`src/rtl/sha_msg_padder.sv`:
```
// sha_msg_padder: FIPS 180-4 padder turning a 32-bit word stream into 512-bit SHA-256 blocks.
// Define SHA_PAD_EMPTY_MSG_EN to let in_nbytes_i=0 on a last word mean "no data bytes in this word".
module sha_msg_padder (
  input  logic              clk,
  input  logic              rst_n,
  input  logic              in_valid_i,
  output logic              in_ready_o,
  input  logic [31:0]       in_data_i,
  input  logic              in_last_i,
  input  logic [2:0]        in_nbytes_i,
  output logic              blk_valid_o,
  input  logic              blk_ready_i,
  output logic [0:15][31:0] blk_w_o,
  output logic              blk_first_o,
  output logic              blk_last_o
);
  typedef enum logic [2:0] {IDLE, FILL, PAD, EMIT, XTRA} state_t;
  state_t           st_q, st_d;
  logic [0:15][31:0] w_q, w_d;
  logic [3:0]       idx_q, idx_d;
  logic [63:0]      len_q, len_d;
  logic [4:0]       mk_q, mk_d;
  logic [1:0]       mb_q, mb_d;
  logic             first_q, first_d, last_q, last_d, bfirst_q, bfirst_d;
  logic             extra_q, extra_d, spill_q, spill_d;
  logic [2:0]       nb;
  logic [31:0]      keep, marker;
  logic             in_hs;
`ifdef SHA_PAD_EMPTY_MSG_EN
  assign nb = (in_nbytes_i > 3'd4) ? 3'd4 : in_nbytes_i;
`else
  assign nb = (in_nbytes_i == 3'd0 || in_nbytes_i > 3'd4) ? 3'd4 : in_nbytes_i;
`endif
  assign in_ready_o  = st_q == FILL;
  assign blk_valid_o = st_q == EMIT;
  assign blk_w_o     = w_q;
  assign blk_first_o = bfirst_q;
  assign blk_last_o  = last_q;
  assign in_hs       = in_valid_i && in_ready_o;
  // mb_q is the byte slot of the 0x80 marker; bytes below it are cleared of stale input
  assign keep        = (mb_q == 2'd0) ? 32'h0 : ~(32'hffff_ffff >> {mb_q, 3'b000});
  assign marker      = 32'h8000_0000 >> {mb_q, 3'b000};
  always_comb begin
    st_d     = st_q;
    w_d      = w_q;
    idx_d    = idx_q;
    len_d    = len_q;
    mk_d     = mk_q;
    mb_d     = mb_q;
    first_d  = first_q;
    last_d   = last_q;
    bfirst_d = bfirst_q;
    extra_d  = extra_q;
    spill_d  = spill_q;
    case (st_q)
      IDLE: st_d = FILL;
      FILL: if (in_hs) begin
        if (!in_last_i || nb != 3'd0) w_d[idx_q] = in_data_i;
        idx_d = idx_q + 4'd1;
        len_d = len_q + (in_last_i ? {58'd0, nb, 3'd0} : 64'd32);
        if (in_last_i) begin
          st_d = PAD;
          mk_d = {1'b0, idx_q} + {4'd0, nb == 3'd4};
          mb_d = nb[1:0];
        end else if (idx_q == 4'd15) begin
          st_d     = EMIT;
          last_d   = 1'b0;
          bfirst_d = first_q;
        end
      end
      PAD: begin
        for (int i = 0; i < 16; i++)
          w_d[i] = (5'(i) < mk_q) ? w_q[i] : (5'(i) == mk_q) ? ((w_q[i] & keep) | marker) : 32'h0;
        if (mk_q <= 5'd13) begin
          w_d[14] = len_q[63:32];
          w_d[15] = len_q[31:0];
          last_d  = 1'b1;
        end else begin
          last_d  = 1'b0;
          extra_d = 1'b1;
          spill_d = mk_q == 5'd16;
        end
        bfirst_d = first_q;
        st_d     = EMIT;
      end
      EMIT: if (blk_ready_i) begin
        first_d = 1'b0;
        idx_d   = 4'd0;
        st_d    = extra_q ? XTRA : FILL;
        if (!extra_q && last_q) begin
          len_d   = 64'd0;
          first_d = 1'b1;
        end
      end
      XTRA: begin
        w_d      = '0;
        w_d[0]   = spill_q ? 32'h8000_0000 : 32'h0;
        w_d[14]  = len_q[63:32];
        w_d[15]  = len_q[31:0];
        last_d   = 1'b1;
        extra_d  = 1'b0;
        bfirst_d = first_q;
        st_d     = EMIT;
      end
      default: st_d = IDLE;
    endcase
  end
  always_ff @(posedge clk or negedge rst_n) begin
    if (!rst_n) begin
      st_q     <= IDLE;
      w_q      <= '0;
      idx_q    <= 4'd0;
      len_q    <= 64'd0;
      mk_q     <= 5'd0;
      mb_q     <= 2'd0;
      first_q  <= 1'b1;
      last_q   <= 1'b0;
      bfirst_q <= 1'b0;
      extra_q  <= 1'b0;
      spill_q  <= 1'b0;
    end else begin
      st_q     <= st_d;
      w_q      <= w_d;
      idx_q    <= idx_d;
      len_q    <= len_d;
      mk_q     <= mk_d;
      mb_q     <= mb_d;
      first_q  <= first_d;
      last_q   <= last_d;
      bfirst_q <= bfirst_d;
      extra_q  <= extra_d;
      spill_q  <= spill_d;
    end
  end
endmodule

```
`config.mk`:
```
export PLATFORM = sky130hd
export DESIGN_NAME = sha_msg_padder
export DESIGN_NICKNAME = d
export VERILOG_FILES = /design/src/rtl/sha_msg_padder.sv
export SDC_FILE = /design/constraint.sdc
export NUM_CORES = 1
export LEC_CHECK = 0
export ABC_AREA = 1
export CAP_MARGIN = 25
export CORE_MARGIN = 4
export CORE_UTILIZATION = 35
export DETAILED_ROUTE_END_ITERATION = 10
export HOLD_SLACK_MARGIN = 0.15
export PLACE_DENSITY = 0.62
export SLEW_MARGIN = 0
export SYNTH_ARGS = -nofsm -noshare
export SYNTH_HDL_FRONTEND = slang
export SYNTH_SLANG_ARGS = --single-unit
```
`constraint.sdc`:
```
create_clock -name clk -period 2.1 [get_ports clk]
set_input_delay 0.42 -clock clk [delete_from_list [all_inputs] [get_ports clk]]
set_output_delay 0.42 -clock clk [all_outputs]
set_load 0.02 [all_outputs]
```
==> results.md <==
Worst setup path:
- The critical path is of the flop to flop type.
- STA classifies the critical path startpoint as a flop.
- The data required time at the worst endpoint is 2600 ps.
- The worst-case reg-to-reg path depth is 15.
- Along the worst path, the maximum fanout reaches 7.
- The worst setup path is captured at a flop.
- For the worst setup path, the data arrival time is 2700 ps.

Timing:
- The worst clock skew on the final layout is 24.3 ps.
- The count of final setup violators is 66.
- Setup repair after global routing could not meet its margin everywhere.
- The count of final max-slew check failures is 0.
- The shortest clock period the worst path allows after layout is 2200 ps.
- In this run the tightest slew margin relative to its limit is 46.2%.
- Timing would allow up to 454 MHz.
- The ratio of final minimum period to clock period is 105%.
- At the pin with the least slew margin, the transition time is 805 ps.
- Setup slack on the critical path of the routed design comes to -101 ps.
- The hold violation total from the final report was 0.

Cells and area:
- For this run, the post-layout net count is 4840.
- The commonest non-fill, non-tap cell in the layout is sky130_fd_sc_hd__nand2_1.
- Across the whole layout, storage elements account for 14800 um^2.
- In the final layout, the share of cells above drive strength 1 is 18.4%.
- The area added between synthesis and finish is 48.4%.
- The total of fill cells in the finished design is 8110.
- The area used by multi-input combinational logic is 14800 um^2.
- In the layout the commonest cells are sky130_fd_sc_hd__nand2_1, sky130_fd_sc_hd__dfrtp_1, sky130_fd_sc_hd__clkdlybuf4s50_1.
- The number of cells in the finished layout apart from fillers is 5989.

Synthesis:
- The Yosys warning count is 0.
- The synthesized area is 30200 um^2.
- The top cell type by total area after synthesis is sky130_fd_sc_hd__dfrtp_1.
- For this run, the leading register cell type out of synthesis is sky130_fd_sc_hd__dfrtp_1.
- Each instance of the synthesized netlist takes up on average 7.59 um^2.
- By area the synthesized netlist is led by sky130_fd_sc_hd__dfrtp_1, sky130_fd_sc_hd__nand2_1, sky130_fd_sc_hd__nand3_1.
- Synthesis produced a netlist whose cell count is 3979.
- The count of unique library cells instantiated by Yosys is 52.
- The share of the Yosys chip area taken by registers is 49.0%.
- In this run the biggest area consumer among cell types represents 48.9% of the synthesized area.
- Counting every net in the synthesized netlist gives 4031.
- Synthesis inferred 592 register bits.
- After synthesis, the share of flip-flops with an asynchronous set or reset is 100%.
- The number of enable-type register cells in the synthesized netlist is 0.

Clock tree:
- The clock sink total is 592.
- In this run the number of H-tree levels came out at 3.
- Clock tree synthesis selected as its root buffer the cell sky130_fd_sc_hd__clkbuf_16.
- TritonCTS created 67 clock buffers.
- TritonCTS built the clock tree.
- After clock tree synthesis, the clock-pin slew on the worst setup and hold paths is 60 ps.
- The worst-skew pair later-pin latency is 620 ps.
- The number of buffers on the longest clock path is 3.

Placement:
- Summed over all nets, the half-perimeter wirelength after detailed placement is 107000 um.
- At the end of routability-driven placement, the weighted congestion stood at 0.990.
- In this run, placement finished with an instance count of 5773.
- The placement-stage worst setup slack is -1100 ps.
- The count of buffers from port buffering is 555.

Global routing:
- The number of global-route vias before repair was 31100.
- The number of antenna violations at the first check in global routing is 15.
- The first global-routing pass estimated 214000 um of wire.
- Across every metal layer, demand over resource in global routing totals 31.7%.
- The largest net degree at the start of global routing is 87.
- Summed over all layers, the global routing overflow is 0.

Routing:
- The average vias per placed instance is 5.57.
- The remaining routing DRC violations is 0.
- The average wire length per cell after detail routing is 25.8 um.
- The DRC marker count from the first detailed-route iteration is 3380.
- The number of vias after detailed routing is 33300.
- The count of TritonRoute iterations in the first routing pass is 5.
- Wires add up to 154000 um.
- The number of nets with antenna violations after routing is 0.

Die:
- The floorplan die area is 91100 um^2.
- The initial cell density of the core is 35.4%.
- The number of standard-cell rows in the floorplan is 107.
- The die width is 302 um.
- The floorplan step set the die height to 302 um.
- In this run the count of I/O pins placed on the die edge is 556.
- The core region is 85400 um^2.

Flow run:
- Across the run, the number of max-cap violations was 0.

Pwr:
- The power density over the cells is 1290 nW/um^2.
- The completed layout was analyzed and its total power is 57.8 mW.
- The analysis attributes to cell leakage a power of 22.6 nW.
- The worst supply voltage drop on vdd is 0.691 mV.

Status:
- The final reports fail on setup timing.
- The run finished, with violations left.

Hold path:
- The worst hold path class is input port to async pin.
worst max-delay path, stage by stage (launching register included):
cell                        delay, ps
sky130_fd_sc_hd__dfrtp_1          450
sky130_fd_sc_hd__buf_6            150
sky130_fd_sc_hd__nor2_4            40
sky130_fd_sc_hd__buf_6            130
sky130_fd_sc_hd__nand2_4           60
sky130_fd_sc_hd__buf_6            100
sky130_fd_sc_hd__nand2_4           60
sky130_fd_sc_hd__nor2_8           130
sky130_fd_sc_hd__buf_12           120
sky130_fd_sc_hd__inv_12            30
sky130_fd_sc_hd__buf_8            110
sky130_fd_sc_hd__nor2_4           180
sky130_fd_sc_hd__nand2_4          160
sky130_fd_sc_hd__clkbuf_16        220
sky130_fd_sc_hd__nand2_2           60
sky130_fd_sc_hd__nand2_1           50
area by class of cell:
class | count | area share, %
multi-input cells | 2901 | 33.1
flip-flops and latches | 592 | 33.0
repair buffers | 980 | 23.6
clock buffers | 93 | 4.25
well taps | 1144 | 3.19
inverters | 246 | 2.16
clock inverters | 26 | 0.664
diodes | 7 | 0.0391
where the power goes:
group / switching (mW) / leakage [nW] / internal, mW
Clock: 5.14 / 1.09 / 7.00
Sequential: 2.58 / 8.03 / 14.3
Combinational: 17.5 / 13.4 / 11.2
through the flow:
stage               utilization [%]  hold WS (ps)  instance area [um^2]  TNS, ps
floorplan                         -           124                 30600   -42890
global placement               46.7           345                 39900  -488900
detailed placement             46.7           342                 39900  -508290
CTS                            50.3           291                 43000    -1480
global route                   52.5           298                 44800   -13400
finish                         52.5           281                 44800    -2780
worst paths after layout:
kind	from	end	slack [ps]
min in group clk	in_nbytes_i[1]	mb_q[1]	370
worst min-delay path	rst_n	blk_w_o[310]	280
worst max-delay path	st_q[1]	blk_w_o[141]	-100
worst min register to register	blk_w_o[193]	blk_w_o[193]	470
max in group asynchronous	rst_n	blk_w_o[378]	990
worst max register to register	st_q[1]	blk_w_o[141]	-100
logic make-up after synthesis:
logic type | count (synthesis) | synth area share (%)
buf+inv | 494 | 6.71
xor+xnor | 5 | 0.145
flops | 592 | 49.0
simple gates | 2291 | 32.1
compound gates | 585 | 11.5
fa+ha+maj | 12 | 0.522
Yosys cell counts (11+ instances only):
master	n
sky130_fd_sc_hd__nor3_1	40
sky130_fd_sc_hd__buf_1	18
sky130_fd_sc_hd__o31a_1	21
sky130_fd_sc_hd__clkinv_1	14
sky130_fd_sc_hd__nand2_1	1492
sky130_fd_sc_hd__nand3_1	367
sky130_fd_sc_hd__nor4_1	14
sky130_fd_sc_hd__a21oi_1	32
sky130_fd_sc_hd__inv_1	223
sky130_fd_sc_hd__ha_1	11
sky130_fd_sc_hd__nor2_1	218
sky130_fd_sc_hd__nand4_1	111
sky130_fd_sc_hd__o22ai_1	31
sky130_fd_sc_hd__a22oi_1	12
sky130_fd_sc_hd__clkbuf_1	134
sky130_fd_sc_hd__o32ai_1	59
sky130_fd_sc_hd__buf_4	14
sky130_fd_sc_hd__o21ai_0	355
sky130_fd_sc_hd__o31ai_1	42
sky130_fd_sc_hd__dfrtp_1	591
sky130_fd_sc_hd__buf_2	79
registers in the layout, indices dropped and copies added (netlist names):
| register | count |
|---|---|
| len_q | 61 |
| first_q | 1 |
| blk_w_o | 512 |
| mk_q | 5 |
| idx_q | 4 |
| blk_first_o | 1 |
| spill_q | 1 |
| mb_q | 2 |
| blk_last_o | 1 |
| st_q | 3 |
| extra_q | 1 |
metal layers:
| metal | track usage, % | vias up | wire, um |
|---|---|---|---|
| li1 | - | 14800 | - |
| met1 | 41.5 | 16200 | 60100 |
| met2 | 49.3 | 1925 | 68800 |
| met3 | 8.39 | 371 | 17200 |
| met4 | 14.6 | 12 | 8190 |
| met5 | 0 | - | 89 |
timing repair:
item,CTS,global route
resized for setup,203,447
endpoints found under the hold margin,376,0
hold buffers,1,0
endpoints found under the setup margin,669,569
cloned,14,24
setup buffers,35,18
pin swaps,66,59
(Power assumes the default switching activity.)
